### src/rtl/pipe_ctrl_if.sv
// Hazard-controller bundle: pipeline status into pipe_ctrl and stall/flush/forwarding commands back.
// "master" is the pipeline datapath side and "slave" is the controller side.
interface pipe_ctrl_if #(
  parameter int REG_ADDR_W = 5
);
  logic [REG_ADDR_W-1:0] i_id_rs1;
  logic [REG_ADDR_W-1:0] i_id_rs2;
  logic                  i_id_rs1_used;
  logic                  i_id_rs2_used;
  logic [REG_ADDR_W-1:0] i_ex_rs1;
  logic [REG_ADDR_W-1:0] i_ex_rs2;
  logic [REG_ADDR_W-1:0] i_ex_rd;
  logic                  i_ex_reg_write;
  logic                  i_ex_is_load;
  logic                  i_ex_redirect;
  logic [REG_ADDR_W-1:0] i_mem_rd;
  logic                  i_mem_reg_write;
  logic                  i_mem_req;
  logic                  i_mem_ready;
  logic [REG_ADDR_W-1:0] i_wb_rd;
  logic                  i_wb_reg_write;
  logic                  o_stall_if;
  logic                  o_stall_id;
  logic                  o_stall_ex;
  logic                  o_stall_mem;
  logic                  o_flush_ex;
  logic                  o_flush_id;
  logic                  o_flush_wb;
  logic [1:0]            o_fwd_a;
  logic [1:0]            o_fwd_b;
  logic [1:0]            o_state;
  logic [31:0]           o_stall_count;
  logic                  o_mem_timeout;

  modport master (
    output i_id_rs1, i_id_rs2, i_id_rs1_used, i_id_rs2_used,
    output i_ex_rs1, i_ex_rs2, i_ex_rd, i_ex_reg_write, i_ex_is_load, i_ex_redirect,
    output i_mem_rd, i_mem_reg_write, i_mem_req, i_mem_ready,
    output i_wb_rd, i_wb_reg_write,
    input  o_stall_if, o_stall_id, o_stall_ex, o_stall_mem,
    input  o_flush_ex, o_flush_id, o_flush_wb,
    input  o_fwd_a, o_fwd_b, o_state, o_stall_count, o_mem_timeout
  );

  modport slave (
    input  i_id_rs1, i_id_rs2, i_id_rs1_used, i_id_rs2_used,
    input  i_ex_rs1, i_ex_rs2, i_ex_rd, i_ex_reg_write, i_ex_is_load, i_ex_redirect,
    input  i_mem_rd, i_mem_reg_write, i_mem_req, i_mem_ready,
    input  i_wb_rd, i_wb_reg_write,
    output o_stall_if, o_stall_id, o_stall_ex, o_stall_mem,
    output o_flush_ex, o_flush_id, o_flush_wb,
    output o_fwd_a, o_fwd_b, o_state, o_stall_count, o_mem_timeout
  );
endinterface

### src/rtl/pipe_ctrl.sv
// Hazard/stall controller for the five-stage RV32I pipeline: stall and flush sequencing,
// EX forwarding select, saturating stall-cycle counter and sticky memory-timeout flag.
module pipe_ctrl #(
  parameter int          REG_ADDR_W       = 5,
  parameter int          MEM_TIMEOUT      = 255,
  parameter logic [31:0] STALL_COUNT_INIT = 32'd0
) (
  input  logic       i_clk,
  input  logic       i_rst_n,
  pipe_ctrl_if.slave bus
);
  typedef enum logic [1:0] {
    ST_RUN      = 2'd0,
    ST_LU_STALL = 2'd1,
    ST_MEM_WAIT = 2'd2,
    ST_TIMEOUT  = 2'd3
  } state_t;

  localparam logic [15:0] WAIT_LAST = 16'(MEM_TIMEOUT - 1);

  state_t      state_reg, state_next;
  logic [15:0] wait_cnt_reg;
  logic [31:0] stall_count_reg;
  logic        timeout_reg;

  logic mem_wait, lu_hazard, rs1_hit, rs2_hit;
  logic stall_if, stall_id, stall_ex, stall_mem;
  logic flush_id, flush_ex, flush_wb;

  assign mem_wait  = bus.i_mem_req & ~bus.i_mem_ready;
  assign rs1_hit   = bus.i_id_rs1_used & (bus.i_id_rs1 == bus.i_ex_rd);
  assign rs2_hit   = bus.i_id_rs2_used & (bus.i_id_rs2 == bus.i_ex_rd);
  assign lu_hazard = bus.i_ex_is_load & bus.i_ex_reg_write & (bus.i_ex_rd != '0) & (rs1_hit | rs2_hit);

  // Cause priority: timeout > memory wait > redirect > load-use.
  always_comb begin
    state_next = state_reg;
    stall_if   = 1'b0;
    stall_id   = 1'b0;
    stall_ex   = 1'b0;
    stall_mem  = 1'b0;
    flush_id   = 1'b0;
    flush_ex   = 1'b0;
    flush_wb   = 1'b0;
    if (state_reg == ST_TIMEOUT) begin
      {stall_if, stall_id, stall_ex, stall_mem} = 4'b1111;
      flush_wb = 1'b1;
    end else if (mem_wait) begin
      {stall_if, stall_id, stall_ex, stall_mem} = 4'b1111;
      flush_wb   = 1'b1;
      state_next = (wait_cnt_reg == WAIT_LAST) ? ST_TIMEOUT : ST_MEM_WAIT;
    end else if (bus.i_ex_redirect) begin
      // The younger instruction is squashed, so any load-use hazard on it is moot.
      flush_id   = 1'b1;
      flush_ex   = 1'b1;
      state_next = ST_RUN;
    end else if (lu_hazard) begin
      stall_if   = 1'b1;
      stall_id   = 1'b1;
      flush_ex   = 1'b1;
      state_next = ST_LU_STALL;
    end else begin
      state_next = ST_RUN;
    end
  end

  for (genvar gi = 0; gi < 2; gi++) begin : g_fwd
    logic [REG_ADDR_W-1:0] rs;
    logic [1:0]            sel;
    assign rs = (gi == 0) ? bus.i_ex_rs1 : bus.i_ex_rs2;
    always_comb begin
      sel = 2'b00;
      if (bus.i_mem_reg_write && (bus.i_mem_rd != '0) && (bus.i_mem_rd == rs)) begin
        sel = 2'b01;
      end else if (bus.i_wb_reg_write && (bus.i_wb_rd != '0) && (bus.i_wb_rd == rs)) begin
        sel = 2'b10;
      end
    end
  end

  always_ff @(posedge i_clk or negedge i_rst_n) begin
    if (!i_rst_n) begin
      state_reg       <= ST_RUN;
      wait_cnt_reg    <= 16'd0;
      stall_count_reg <= STALL_COUNT_INIT;
      timeout_reg     <= 1'b0;
    end else begin
      state_reg    <= state_next;
      wait_cnt_reg <= mem_wait ? wait_cnt_reg + 16'd1 : 16'd0;
      if (stall_if && (stall_count_reg != 32'hFFFF_FFFF)) begin
        stall_count_reg <= stall_count_reg + 32'd1;
      end
      if (state_next == ST_TIMEOUT) begin
        timeout_reg <= 1'b1;
      end
    end
  end

  // Commands are held inactive while reset is asserted.
  assign bus.o_stall_if    = i_rst_n & stall_if;
  assign bus.o_stall_id    = i_rst_n & stall_id;
  assign bus.o_stall_ex    = i_rst_n & stall_ex;
  assign bus.o_stall_mem   = i_rst_n & stall_mem;
  assign bus.o_flush_id    = i_rst_n & flush_id;
  assign bus.o_flush_ex    = i_rst_n & flush_ex;
  assign bus.o_flush_wb    = i_rst_n & flush_wb;
  assign bus.o_fwd_a       = i_rst_n ? g_fwd[0].sel : 2'b00;
  assign bus.o_fwd_b       = i_rst_n ? g_fwd[1].sel : 2'b00;
  assign bus.o_state       = state_reg;
  assign bus.o_stall_count = stall_count_reg;
  assign bus.o_mem_timeout = timeout_reg;
endmodule
### src/flat_wrapper.sv
// flat-port wrapper written by rule: the top's interface ports become plain ports
module pipe_ctrl_flat 
#(
  parameter int          REG_ADDR_W       = 5,
  parameter int          MEM_TIMEOUT      = 255,
  parameter logic [31:0] STALL_COUNT_INIT = 32'd0
)
  (i_clk, i_rst_n, bus_i_id_rs1, bus_i_id_rs2, bus_i_id_rs1_used, bus_i_id_rs2_used, bus_i_ex_rs1, bus_i_ex_rs2, bus_i_ex_rd, bus_i_ex_reg_write, bus_i_ex_is_load, bus_i_ex_redirect, bus_i_mem_rd, bus_i_mem_reg_write, bus_i_mem_req, bus_i_mem_ready, bus_i_wb_rd, bus_i_wb_reg_write, bus_o_stall_if, bus_o_stall_id, bus_o_stall_ex, bus_o_stall_mem, bus_o_flush_ex, bus_o_flush_id, bus_o_flush_wb, bus_o_fwd_a, bus_o_fwd_b, bus_o_state, bus_o_stall_count, bus_o_mem_timeout);
  pipe_ctrl_if #(.REG_ADDR_W(REG_ADDR_W)) bus_i ();
  input  logic i_clk;
  input  logic i_rst_n;
  input wire logic [$bits(bus_i.i_id_rs1)-1:0] bus_i_id_rs1;
  input wire logic [$bits(bus_i.i_id_rs2)-1:0] bus_i_id_rs2;
  input wire logic [$bits(bus_i.i_id_rs1_used)-1:0] bus_i_id_rs1_used;
  input wire logic [$bits(bus_i.i_id_rs2_used)-1:0] bus_i_id_rs2_used;
  input wire logic [$bits(bus_i.i_ex_rs1)-1:0] bus_i_ex_rs1;
  input wire logic [$bits(bus_i.i_ex_rs2)-1:0] bus_i_ex_rs2;
  input wire logic [$bits(bus_i.i_ex_rd)-1:0] bus_i_ex_rd;
  input wire logic [$bits(bus_i.i_ex_reg_write)-1:0] bus_i_ex_reg_write;
  input wire logic [$bits(bus_i.i_ex_is_load)-1:0] bus_i_ex_is_load;
  input wire logic [$bits(bus_i.i_ex_redirect)-1:0] bus_i_ex_redirect;
  input wire logic [$bits(bus_i.i_mem_rd)-1:0] bus_i_mem_rd;
  input wire logic [$bits(bus_i.i_mem_reg_write)-1:0] bus_i_mem_reg_write;
  input wire logic [$bits(bus_i.i_mem_req)-1:0] bus_i_mem_req;
  input wire logic [$bits(bus_i.i_mem_ready)-1:0] bus_i_mem_ready;
  input wire logic [$bits(bus_i.i_wb_rd)-1:0] bus_i_wb_rd;
  input wire logic [$bits(bus_i.i_wb_reg_write)-1:0] bus_i_wb_reg_write;
  output wire logic [$bits(bus_i.o_stall_if)-1:0] bus_o_stall_if;
  output wire logic [$bits(bus_i.o_stall_id)-1:0] bus_o_stall_id;
  output wire logic [$bits(bus_i.o_stall_ex)-1:0] bus_o_stall_ex;
  output wire logic [$bits(bus_i.o_stall_mem)-1:0] bus_o_stall_mem;
  output wire logic [$bits(bus_i.o_flush_ex)-1:0] bus_o_flush_ex;
  output wire logic [$bits(bus_i.o_flush_id)-1:0] bus_o_flush_id;
  output wire logic [$bits(bus_i.o_flush_wb)-1:0] bus_o_flush_wb;
  output wire logic [$bits(bus_i.o_fwd_a)-1:0] bus_o_fwd_a;
  output wire logic [$bits(bus_i.o_fwd_b)-1:0] bus_o_fwd_b;
  output wire logic [$bits(bus_i.o_state)-1:0] bus_o_state;
  output wire logic [$bits(bus_i.o_stall_count)-1:0] bus_o_stall_count;
  output wire logic [$bits(bus_i.o_mem_timeout)-1:0] bus_o_mem_timeout;
  assign bus_i.i_id_rs1 = bus_i_id_rs1;
  assign bus_i.i_id_rs2 = bus_i_id_rs2;
  assign bus_i.i_id_rs1_used = bus_i_id_rs1_used;
  assign bus_i.i_id_rs2_used = bus_i_id_rs2_used;
  assign bus_i.i_ex_rs1 = bus_i_ex_rs1;
  assign bus_i.i_ex_rs2 = bus_i_ex_rs2;
  assign bus_i.i_ex_rd = bus_i_ex_rd;
  assign bus_i.i_ex_reg_write = bus_i_ex_reg_write;
  assign bus_i.i_ex_is_load = bus_i_ex_is_load;
  assign bus_i.i_ex_redirect = bus_i_ex_redirect;
  assign bus_i.i_mem_rd = bus_i_mem_rd;
  assign bus_i.i_mem_reg_write = bus_i_mem_reg_write;
  assign bus_i.i_mem_req = bus_i_mem_req;
  assign bus_i.i_mem_ready = bus_i_mem_ready;
  assign bus_i.i_wb_rd = bus_i_wb_rd;
  assign bus_i.i_wb_reg_write = bus_i_wb_reg_write;
  assign bus_o_stall_if = bus_i.o_stall_if;
  assign bus_o_stall_id = bus_i.o_stall_id;
  assign bus_o_stall_ex = bus_i.o_stall_ex;
  assign bus_o_stall_mem = bus_i.o_stall_mem;
  assign bus_o_flush_ex = bus_i.o_flush_ex;
  assign bus_o_flush_id = bus_i.o_flush_id;
  assign bus_o_flush_wb = bus_i.o_flush_wb;
  assign bus_o_fwd_a = bus_i.o_fwd_a;
  assign bus_o_fwd_b = bus_i.o_fwd_b;
  assign bus_o_state = bus_i.o_state;
  assign bus_o_stall_count = bus_i.o_stall_count;
  assign bus_o_mem_timeout = bus_i.o_mem_timeout;
  pipe_ctrl #(.REG_ADDR_W(REG_ADDR_W), .MEM_TIMEOUT(MEM_TIMEOUT), .STALL_COUNT_INIT(STALL_COUNT_INIT)) u_core (.i_clk(i_clk), .i_rst_n(i_rst_n), .bus(bus_i));
endmodule
### config.mk
export PLATFORM = sky130hd
export DESIGN_NAME = pipe_ctrl_flat
export DESIGN_NICKNAME = d
export VERILOG_FILES = /design/src/rtl/pipe_ctrl_if.sv /design/src/rtl/pipe_ctrl.sv /design/src/flat_wrapper.sv
export SDC_FILE = /design/constraint.sdc
export NUM_CORES = 1
export LEC_CHECK = 0
export CAP_MARGIN = 40
export CORE_MARGIN = 2
export CORE_UTILIZATION = 51
export CTS_BUF_LIST = sky130_fd_sc_hd__clkbuf_8
export CTS_CLUSTER_DIAMETER = 200
export DETAILED_ROUTE_END_ITERATION = 10
export GPL_TIMING_DRIVEN = 0
export PLACE_DENSITY = 0.95
export SETUP_SLACK_MARGIN = 0.15
export SLEW_MARGIN = 20
export SYNTH_ARGS = -nofsm -noshare
export SYNTH_HDL_FRONTEND = slang
export SYNTH_SLANG_ARGS = --single-unit
### constraint.sdc
create_clock -name i_clk -period 6.1 [get_ports i_clk]
set_input_delay 1.22 -clock i_clk [delete_from_list [all_inputs] [get_ports i_clk]]
set_output_delay 1.22 -clock i_clk [all_outputs]
set_load 0.05 [all_outputs]
==> Word level (Yosys, flattened, before mapping) <==
Index checks and enable logic that the tools add are counted.
{ "op_classes": {"n_addsub": 2, "eq_ne": 10, "mux": 24, "n_bitwise": 12, "n_reduce_logical": 10} }
{ "ops": {"columns": ["cell", "n"], "rows": [
  ["$add A32 B1 Y32 const B", 1],
  ["$ne A32 B32 Y1 const B", 1],
  ["$eq A5 B5 Y1", 6],
  ["$mux W2", 9],
  ["$add A16 B1 Y16 const B", 1],
  ["$eq A16 B8 Y1 const B", 1],
  ["$mux W16", 1],
  ["$reduce_bool A5 Y1", 3],
  ["$mux W1", 14],
  ["$and A1 B1 Y1", 10],
  ["$logic_and A1 B1 Y1", 7],
  ["$eq A2 B2 Y1 const B", 2],
  ["$not A1 Y1", 1],
  ["$or A1 B1 Y1", 1]
]} }
{ "word_totals": {"reg_bits": 51, "inputBits": 46} }

==> Depth between registers and ports, before layout <==
{ "logic_depth": {"ltp_word": 9, "mapped_depth": 10} }

==> Worst setup path before layout <==
Ideal clock, no wire load.
{ "synth_path": {"path_type": "input to output", "start": "in bus_i_mem_rd[0]", "end": "out bus_o_fwd_a[1]", "t_arrival_ps": 3571, "required_ps": 4880, "path_slack_ps": 1309, "cell_stages": 4, "path_buffers": 0, "path_cell_list": "or4_1 o21ai_0 nor4_1 nor4_1"} }
{ "synth_between": {"elab_chain_cells": 5} }
{ "synth_lines": {"columns": ["item", "line_no", "source"], "rows": [
  ["start: declaration", "flat_wrapper.sv:22", "input wire logic [$bits(bus_i.i_mem_rd)-1:0] bus_i_mem_rd;"],
  ["$reduce_bool A5 Y1", "pipe_ctrl.sv:73", "if (bus.i_mem_reg_write && (bus.i_mem_rd != '0) && (bus.i_mem_rd == rs)) begin"],
  ["$logic_and A1 B1 Y1", "pipe_ctrl.sv:73", null],
  ["$logic_and A1 B1 Y1 (*)", "pipe_ctrl.sv:73", null],
  ["$mux W2 (*)", "pipe_ctrl.sv:73", null],
  ["$mux W2 (*)", "pipe_ctrl.sv:107", "assign bus.o_fwd_a = i_rst_n ? g_fwd[0].sel : 2'b00;"],
  ["end: declaration", "flat_wrapper.sv:35", "output wire logic [$bits(bus_i.o_fwd_a)-1:0] bus_o_fwd_a;"]
]} }
Mark *: on every way between the ends. The rest lies on a longest branch, timed or not.

==> Worst setup path in the final report <==
{ "layout_path": {"start": "in bus_i_ex_rd[3]", "end": "out bus_o_stall_if"} }
{ "layout_between": {"elab_chain_cells": 9} }
{ "layout_lines": {"columns": ["item", "line_no", "source"], "rows": [
  ["start: declaration", "flat_wrapper.sv:18", "input wire logic [$bits(bus_i.i_ex_rd)-1:0] bus_i_ex_rd;"],
  ["$eq A5 B5 Y1 (on tied branches)", "pipe_ctrl.sv:31, pipe_ctrl.sv:32", null],
  ["$and A1 B1 Y1 (on tied branches)", "pipe_ctrl.sv:31, pipe_ctrl.sv:32", null],
  ["$or A1 B1 Y1", "pipe_ctrl.sv:33", "assign lu_hazard = bus.i_ex_is_load & bus.i_ex_reg_write & (bus.i_ex_rd != '0) & (rs1_hit | rs2_hit);"],
  ["$and A1 B1 Y1 (*)", "pipe_ctrl.sv:33", null],
  ["$mux W1 (*)", "pipe_ctrl.sv:57", "end else if (lu_hazard) begin"],
  ["$mux W1 (*)", "pipe_ctrl.sv:52", "end else if (bus.i_ex_redirect) begin"],
  ["$mux W1 (*)", "pipe_ctrl.sv:48", "end else if (mem_wait) begin"],
  ["$mux W1 (*)", "pipe_ctrl.sv:45", "if (state_reg == ST_TIMEOUT) begin"],
  ["$and A1 B1 Y1 (*)", "pipe_ctrl.sv:100", "assign bus.o_stall_if = i_rst_n & stall_if;"],
  ["end: declaration", "flat_wrapper.sv:28", "output wire logic [$bits(bus_i.o_stall_if)-1:0] bus_o_stall_if;"]
]} }
Marked as above.

==> out/results.ini <==
[run_status]
status = completed

[sta]
finalHoldWorstSlack_ns = 0.4871
rsz0062_at_grt = false
period_minus_slack_ns = 4.996
finClkSkew_ns = 0.005574
worst_pin_slew_ns = 0.6700
relSlewSlack_pct = 55.33
maxSlewViolCount = 0
setup_viol = 0
period_share_pct = 81.90
clock.fmax_ghz = 0.2002
hold_viol = 0

[hold_path]
hold_start = u_core.bus.o_mem_timeout$_DFFE_PN0N_
hold_end = u_core.bus.o_mem_timeout$_DFFE_PN0N_
min_path_cells = 1
hp-class = reg2reg

[logic_synthesis]
syn_avg_cell_area_sq_um = 10.40
synth_nets = 320
yosysTopAreaCell = dfrtp_1
synth_xor_area_share_pct = 23.00
synth.distinct_cells = 36
ys_seq_area_share_pct = 45.29
yosys.area_share.simple_pct = 24.78
synth_area_sq_mm = 0.002818
synth_mux_area_share_pct = 0.3996
synth_top_family_by_area = simple AND/OR/NAND/NOR gates
netlist.area_leader.share_pct = 45.29
synth_area_leaders = dfrtp_1 45%, xnor2_1 12%, xor2_1 11%, nand3_1 4.6%, and3_1 2.9%
syn_inst = 271
synth-warning-count = 0
synth-compound-area-share_pct = 2.620
synth_fa_ha_area_share_pct = 1.332
ys_seq_elements = 51

[cells_and_area]
post-route-util_pct = 72.75
num_antenna_cells = 0
drive_gt1_share_pct = 5.676
stdcell_area_sq_mm = 0.003933
finalNonFillerCells = 442
num-nets-final = 418
area_growth_pct = 39.56
largest_reg_flops = 32

[power]
ir_drop_uv = 140.3
powerDensity_mw_per_mm2 = 168.7
p_leak_uw = 0.001610
clockPowerShare_pct = 36.8
p_int_uw = 504.9
power_switching_uw = 158.6
switching_share_pct = 23.90
seqPwrFrac_pct = 51.1
pwr-share-comb_pct = 12.0

[clocking]
cts_resized = 0
cts_tree = done
postCtsSetupBuffers = 0
clockBufferDepth = 2
clock_latency_ns = 0.31
cts_root_buf = clkbuf_8
ctsHtreeMaxLevel = 2
numCtsBuffers = 5
clock-sinks = 51
cts.clk_slew.worst_paths_ns = 0.09
cts_hold_buf = 0

[global_routing]
grt_pass1_vias = 2460
overflow = 0
grt_max_degree = 59
antenna_found_initial = 0
track_usage_pct = 24.12
grt_pass1_wl_mm = 11.70

[detailed_routing]
drc_errors = 0
drtIter0Drc = 131
num_vias = 2410
dr.pass1.iters = 4
viasPerCell = 5.452
antenna_left = 0
wl_per_cell_um = 15.42
totalWireLength_mm = 6.814

[worst_setup_path]
cp_cell_sequence = clkdlybuf4s50_1, xor2_1, nor4_2, a32oi_1, o31a_4, nor2b_1, buf_4, clkdlybuf4s50_1
reg2reg_slack_ns = 3.66
critPathMaxStageDelay_ns = 0.78
crit_arrival_ns = 3.78
required_ns = 4.88
critical_path.endpoint_type = primary output
reg2reg_depth = 10
cp_max_fo = 6
rr_endpoint = u_core.bus.o_stall_count[8]$_DFFE_PN0P_
r2r_start = u_core.bus.o_stall_count[0]$_DFFE_PN0P_
startpoint_type = primary input
critPathKind = in2out
crit_slowest_cell = clkdlybuf4s50_1
crit_top_cell = clkdlybuf4s50_1

[place]
dp_hpwl_mm = 5.245
buffer_ports.inserted = 91
gp_congestion = 0.8841
dpl.cell_count = 434
postPlaceCellArea_sq_mm = 0.003816

[floorplan]
ios = 92
die-area_sq_mm = 0.006136
fp.dieH_um = 78.33
start_util_pct = 52.13
core_sq_mm = 0.005405
std_cell_rows = 27
fp.dieW_um = 78.33

[flow_run]
max-cap-violations = 0

-- synth_stat cells (all sizes together) --
library cell / n
and2: 10
nor3b: 3
or3: 1
nand2: 12
ha: 3
mux2: 1
and3: 13
inv: 3
nor3: 2
o21bai: 1
dfrtp: 51
xnor2: 38
nor2: 21
a32oi: 1
nand3: 26
o21ai: 2
o31a: 1
nand2b: 1
buf: 6
and4: 7
xor2: 36
o211a: 1
o211ai: 2
and3b: 1
a21oi: 1
nand4: 10
nor2b: 1
or4: 5
clkbuf: 3
nor4: 8
-- worst max path at each step --
stage               slack (ns)              to            start  cells past startpoint
CTS                       1.09  bus_o_stall_if   bus_i_ex_rd[3]                      8
global route              0.96  bus_o_fwd_a[1]  bus_i_mem_rd[0]                      6
global placement         -0.50  bus_o_fwd_a[1]          i_rst_n                      5
detailed placement        1.09  bus_o_stall_if   bus_i_ex_rd[3]                      8
finish                    1.10  bus_o_stall_if   bus_i_ex_rd[3]                      8
floorplan                 1.31  bus_o_fwd_a[1]  bus_i_mem_rd[0]                      4
-- worst max-delay path: cells and delay by family --
family                    cells  cell delay, ns
buffers and inverters         3            1.37
AOI/OAI and AO/OA             2            0.54
and+or+nand+nor               2            0.44
xor gates and xnor gates      1            0.20
-- cells by family after synthesis --
logic type	count (synthesis)
xor gates and xnor gates	74
adders and majority gates	3
buffers and inverters	12
DFF	51
muxes	1
and+or+nand+nor	121
AOI/OAI and AO/OA	9
-- final cells by class --
class	count	area, sq um
well taps	72	90.09
multi-input cells	208	1469
inverters	3	11.26
plain buffers	9	61.31
clock inverters	3	47.55
repair buffers	91	908.4
fillers	386	1473
flip-flops and latches	51	1276
clock buffers	5	68.82
-- layout by cell type (no fill, tap or decap), types with 3 or more instances in the layout --
cell type,n
clkdlybuf4s50_1,90
buf_4,4
nand3_1,26
or4_1,5
ha_1,3
and4_1,7
clkbuf_8,5
and3_1,13
nor2_1,20
dfrtp_1,51
xor2_1,36
nor4_1,7
xnor2_1,38
nand2_1,12
nor3b_1,3
and2_1,8
inv_1,3
clkbuf_1,3
nand4_1,10
-- metrics by stage --
step,worst slack [ns],total power (uW),setup TNS [ns]
3_5_place_dp,1.089,426.3,0
6_report,1.104,663.4,0
5_1_grt,0.9616,691.2,0
2_1_floorplan,1.309,375.1,0
4_1_cts,1.089,667.0,0
3_3_place_gp,-0.4956,423.5,-0.9640
-- power by group through the flow --
| stage | Clock (uW) | Combinational [uW] | Sequential, uW |
|---|---|---|---|
| 3_3_place_gp | 0 | 77.5 | 346 |
| 4_1_cts | 247 | 80.7 | 339 |
| 2_1_floorplan | 0 | 29.3 | 346 |
| 6_report | 244 | 79.9 | 339 |
| 3_5_place_dp | 0 | 80.4 | 346 |
| 5_1_grt | 265 | 86.4 | 340 |
-- routing by layer --
layer  track usage, %  wire length, um  share of wire (%)  vias to the layer above
li1                 -                -                  -                     1137
met1            28.78             2799                 41                     1180
met2            42.24             3508                 51                       76
met3            6.897              374                5.5                       17
met4            7.368              131                1.9                        0
met5                0                0                  0                        -
(Power assumes the default switching activity.)
==> patch 1 (same settings) <==
`REG_ADDR_W` is set to 5 in 3 places; all go to 4.
--- a/src/rtl/pipe_ctrl_if.sv
+++ b/src/rtl/pipe_ctrl_if.sv
@@ -3,3 +3,3 @@
 interface pipe_ctrl_if #(
-  parameter int REG_ADDR_W = 5
+  parameter int REG_ADDR_W = 4
 );
--- a/src/rtl/pipe_ctrl.sv
+++ b/src/rtl/pipe_ctrl.sv
@@ -3,3 +3,3 @@
 module pipe_ctrl #(
-  parameter int          REG_ADDR_W       = 5,
+  parameter int          REG_ADDR_W       = 4,
   parameter int          MEM_TIMEOUT      = 255,
--- a/src/flat_wrapper.sv
+++ b/src/flat_wrapper.sv
@@ -3,3 +3,3 @@
 #(
-  parameter int          REG_ADDR_W       = 5,
+  parameter int          REG_ADDR_W       = 4,
   parameter int          MEM_TIMEOUT      = 255,
Ports: changed (7 resized); port bits go from 92 to 85. No check against the original RTL was run, so the function may have changed too.
==> patch 1 against the unedited design <==
Sequential cell count is the same; worst hold slack lost 0.0049 ns; synthesized area shrank 0.80%; core utilization grew 0.42 points; setup slack lost 0.038 ns; cell count grew 0.90%; routed wire length grew 4.5%; design area shrank 3.1%; count of clock-buffer cells in the layout is the same; maximum frequency shrank 0.75%; via count grew 2.2%.
Power is not compared: it rests on default switching activity, and its combinational part moved more than twofold at a synthesized area within 25%.
==> patch 1: results (changes against the unedited design) <==
The xor-xnor portion of the synthesized cell area was 20.7% (-2.3 points). The number of DRC markers in iteration 0 is 181 (+38%). The layout cell share with drive strength beyond 1 is 5.59% (-0.091 points). Among all stages on the critical path, the largest delay is contributed by clkdlybuf4s50_1. The number of clock buffers inserted by TritonCTS came out at 5 (unchanged).

The beginning of the worst register-to-register path is u_core.bus.o_stall_count[0]. The port buffer count came out at 84 (-7.7%). The count of inserted antenna diode cells came out at 0 (unchanged).

Ranked by total cell area, the synthesized netlist is headed by dfrtp_1, xnor2_1, xor2_1. The arrival time of the worst setup path came out at 3.81 ns (+0.03 ns). The share of flip-flops with an asynchronous set or reset after synthesis is 100% (unchanged). The total via count after detailed routing came out at 2464 (+2.2%). The wire length reported by the detailed router came out at 7120 µm (+4.5%). The placed cell count came out at 438 (+0.92%). The critical-path maximum fanout was 10 (+4). The total global routing track utilization came out at 24.6% (+0.51 points). The net count after synthesis came out at 326 (+1.9%). The minimum setup slack after placement came out at 1.04 ns (-0.0474 ns).

The total number of nets in the final design came to 417 (-0.24%). The sequential element share of the synthesized area came to 45.7% (+0.36 points). The number of levels in the clock H-tree is 2 (unchanged). The relative max-transition margin came out at 50.4% (-4.9 points).

The largest clock skew in the final design is 0.00700 ns (+0.00143 ns). The post-detailed-placement cell area is 3720 µm² (-2.5%). The proportion of synthesized area in mux cells is 0.806% (+0.41 points). The capture point of the worst reg-to-reg path is u_core.bus.o_stall_count[1].

The number of filler instances in the final layout is 349 (-9.6%). The worst-case hold path end point is u_core.bus.o_mem_timeout. The worst hold slack across all endpoints is 0.482 ns (-0.00491 ns).

The register-to-register setup slack came to 3.74 ns (+0.08 ns). The peak per-stage delay on the critical path was 0.78 ns (about the same). CTS placed an instance of clkbuf_8 at the clock tree root.

The clock-pin slew on the worst setup and hold paths is 0.10 ns. The number of global-route vias before repair came out at 2526 (+2.7%). The complex-gate fraction of the synthesized area was 2.73% (+0.11 points). The run finished with clean final reports. The count of warnings emitted by yosys is 0 (unchanged). The average instance area after synthesis came to 9.84 µm² (-5.3%). The global-route wire length before repair is 12000 µm (+2.4%).

The area growth from synthesis to layout is 36.3%. The commonest cells after synthesis are dfrtp_1, xnor2_1, nor2_1. The maximum count of clock buffers along a single path came out at 2 (unchanged). The number of detailed-routing iterations run before antenna repair is 4 (unchanged). The HPWL after detailed placement came out at 5260 µm (+0.33%). The pin count of the biggest net entering global routing came out at 58 (-1.7%). The number of cells on the worst reg-to-reg path came out at 7 (-3). The adder-cell share of the synthesized area came out at 1.34% (+0.011 points).

The unique cell type count in the Yosys netlist is 35 (-2.8%). The non-filler instance count after layout came out at 446 (+0.90%). The final estimated routing congestion in global placement was 0.909 (+2.8%).
## patch 1: changes by cell type in the layout (fill, tap and decap cells not counted), sizes merged, moves of 5 or more
cell           change
nor2               +6
nand3              -5
nor3               +8
and4               -5
and2               -5
nand2              +8
xor2              -10
clkdlybuf4s50      -7
nand4             +13
## patch 1: final cells by class
cell class,count,share of cell area (%)
Buffer,10,1.61
Tap cell,70,2.30
Clock inverter,3,0.493
Sequential cell,51,33.5
Clock buffer,5,1.81
Multi-Input combinational cell,219,37.9
Inverter,4,0.394
Timing Repair Buffer,84,22.0
## patch 1: kinds of logic (layout without fill, tap and decap cells)
family / after synthesis / in the layout
and+or+nand+nor: 136 / 136
muxes: 2 / 2
buffers and inverters: 14 / 106
adders and majority gates: 3 / 3
AOI/OAI and AO/OA: 12 / 12
DFF: 51 / 51
xor gates and xnor gates: 66 / 66
## patch 1: how the worst max path moves through the flow
stage | start | endpoint | slack [ns] | depth (start not counted)
4_1_cts | bus_i_ex_rd[0] | bus_o_stall_if | 1.04 | 10
3_3_place_gp | i_rst_n | bus_o_fwd_b[1] | 0.11 | 4
3_5_place_dp | bus_i_ex_rd[0] | bus_o_stall_if | 1.04 | 10
5_1_grt | bus_i_ex_rd[0] | bus_o_stall_if | 0.90 | 10
2_1_floorplan | bus_i_ex_rd[0] | bus_o_stall_if | 1.71 | 8
6_report | bus_i_ex_rd[0] | bus_o_stall_if | 1.07 | 10
## patch 1: metal layers
metal	vias up	part of all wire (%)	track usage [%]
met5	-	0	0
li1	1169	-	-
met3	23	4.3	4.94
met4	0	2.9	8.95
met1	1186	42	31.5
met2	86	51	41.6
## patch 1: where the power goes
part / total, mW / switching (mW) / internal (mW)
registers: 0.383 / 0.0255 / 0.358
clock network: 0.198 / 0.117 / 0.0811
logic: 0.229 / 0.136 / 0.0921
==> patch 2 (config.mk and constraints unchanged) <==
Without the edit above. Reset style: synchronous (`i_rst_n`), changed in one clocked block.
--- a/src/rtl/pipe_ctrl.sv
+++ b/src/rtl/pipe_ctrl.sv
@@ -80,3 +80,3 @@
 
-  always_ff @(posedge i_clk or negedge i_rst_n) begin
+  always_ff @(posedge i_clk) begin
     if (!i_rst_n) begin
Function: differs if i_rst_n is asserted again (counterexample within 4 cycles, from zero or initial values and one cycle with i_rst_n low); with i_rst_n held inactive, the same outputs for 10 cycles.
==> patch 2 against the unedited design <==
Synthesized area grew 4.0%; power grew 2.3%; sequential cell count unchanged; maximum frequency fell by 12%; design area rose by 2.9%; clock skew rose by 0.0021 ns; setup slack worse by 0.71 ns; routed wire length is 30% higher; critical endpoint unchanged.
==> patch 2: results (changes against the unedited design) <==
The number of DRC markers in iteration 0 is 360 (+170%). The total number of nets in the final design is 495 (+18%). The complex-gate fraction of the synthesized area is 15.3% (+13 points).

The net count after synthesis came out at 397 (+24%). The arrival time of the worst setup path came out at 4.49 ns (+0.71 ns). The largest clock skew in the final design came out at 0.00772 ns (+0.00215 ns). The commonest register cell after synthesis is dfxtp_1. The total global routing track utilization is 27.7% (+3.6 points).

The number of global-route vias before repair was 3112 (+27%). The share of flip-flops with an asynchronous set or reset after synthesis came out at 0% (-100 points). The xor-xnor portion of the synthesized cell area came out at 12.5% (-10 points). The total via count after detailed routing is 3212 (+33%). The HPWL after detailed placement was 6520 µm (+24%). The global-route wire length before repair is 14200 µm (+21%).

In the synthesized netlist, the cells that appear most often are dfxtp_1, xor2_1, a21oi_1. The final estimated routing congestion in global placement is 0.882 (-0.26%). The number of detailed-routing iterations run before antenna repair came to 8 (+4). The worst ir drop on vdd came out at 0.000139 V (-0.59%).

The post-detailed-placement cell area came out at 3930 µm² (+3.0%). The proportion of synthesized area in mux cells is 1.37% (+0.97 points). The sequential element share of the synthesized area was 34.8% (-10 points). The layout cell share with drive strength beyond 1 came out at 3.80% (-1.9 points).

The unique cell type count in the Yosys netlist is 40 (+11%). The flow ran to the end, and the final reports show no timing, DRC or antenna violations. The leakage dissipation came out at 1.31 nW (-18%).

The peak per-stage delay on the critical path came to 0.69 ns (-0.09 ns). The adder-cell share of the synthesized area is 1.28% (-0.052 points). The tree is rooted in a clkbuf_8. The number of gates resized after cts is 0 (unchanged).

The critical-path maximum fanout is 10 (+4). The pin count of the biggest net entering global routing came to 17 (-71%). The initial antenna violation count came out at 0 (unchanged).

The relative max-transition margin came out at 61.9% (+6.5 points).
patch 2: logic make-up after synthesis:
group,Yosys count
AND/OR/NAND/NOR,154
AO/OA/AOI/OAI,69
flip-flops,51
XOR/XNOR,42
buffers and inverters,25
multiplexers,4
adder cells (fa/ha/maj),3
patch 2: routing by layer:
layer	share of wire [%]	track usage (%)	up-vias
li1	-	-	1507
met1	39	33.4	1513
met2	51	48.3	169
met3	7.6	4.64	23
met4	2.1	12.4	0
met5	0	0	-
patch 2: final cells by class:
class	count	area, µm²
clock inverters	3	43.8
repair buffers	91	911
multi-input cells	272	1790
flip-flops and latches	51	1020
fillers	446	1500
clock buffers	5	68.8
plain buffers	21	108
well taps	72	90.1
inverters	4	15.0
patch 2: where the power goes:
group | leakage, nW | total (mW) | switching, mW | internal, mW
sequential | 0.411 | 0.336 | 0.00154 | 0.334
clock | 0.0581 | 0.243 | 0.121 | 0.122
combinational | 0.844 | 0.100 | 0.0518 | 0.0484
total | 1.31 | 0.679 | 0.174 | 0.505
patch 2: through the flow:
step           total power [mW]  setup WS (ns)  cells  hold WS, ns
6_report                  0.679          0.392    519        0.499
5_1_grt                   0.696          0.293    519        0.531
4_1_cts                   0.676          0.444    519        0.492
3_5_place_dp              0.442          0.463    511        0.471
3_3_place_gp              0.440          0.495    511        0.456
2_1_floorplan             0.389           1.31    348        0.441
patch 2: critical path: cells and delay by family:
kind / cells / cell delay, ns
buffers and inverters: 5 / 1.97
AO/OA/AOI/OAI: 2 / 0.62
AND/OR/NAND/NOR: 2 / 0.68
patch 2: worst paths after layout:
check	cells past startpoint	slack, ns	start	to
min reg2reg	1	0.50	u_core.wait_cnt_reg[0]	u_core.wait_cnt_reg[0]
min	1	0.50	u_core.wait_cnt_reg[0]	u_core.wait_cnt_reg[0]
max reg2reg	9	3.22	u_core.bus.o_stall_count[0]	u_core.bus.o_stall_count[13]
max	9	0.39	bus_i_ex_rd[1]	bus_o_stall_if
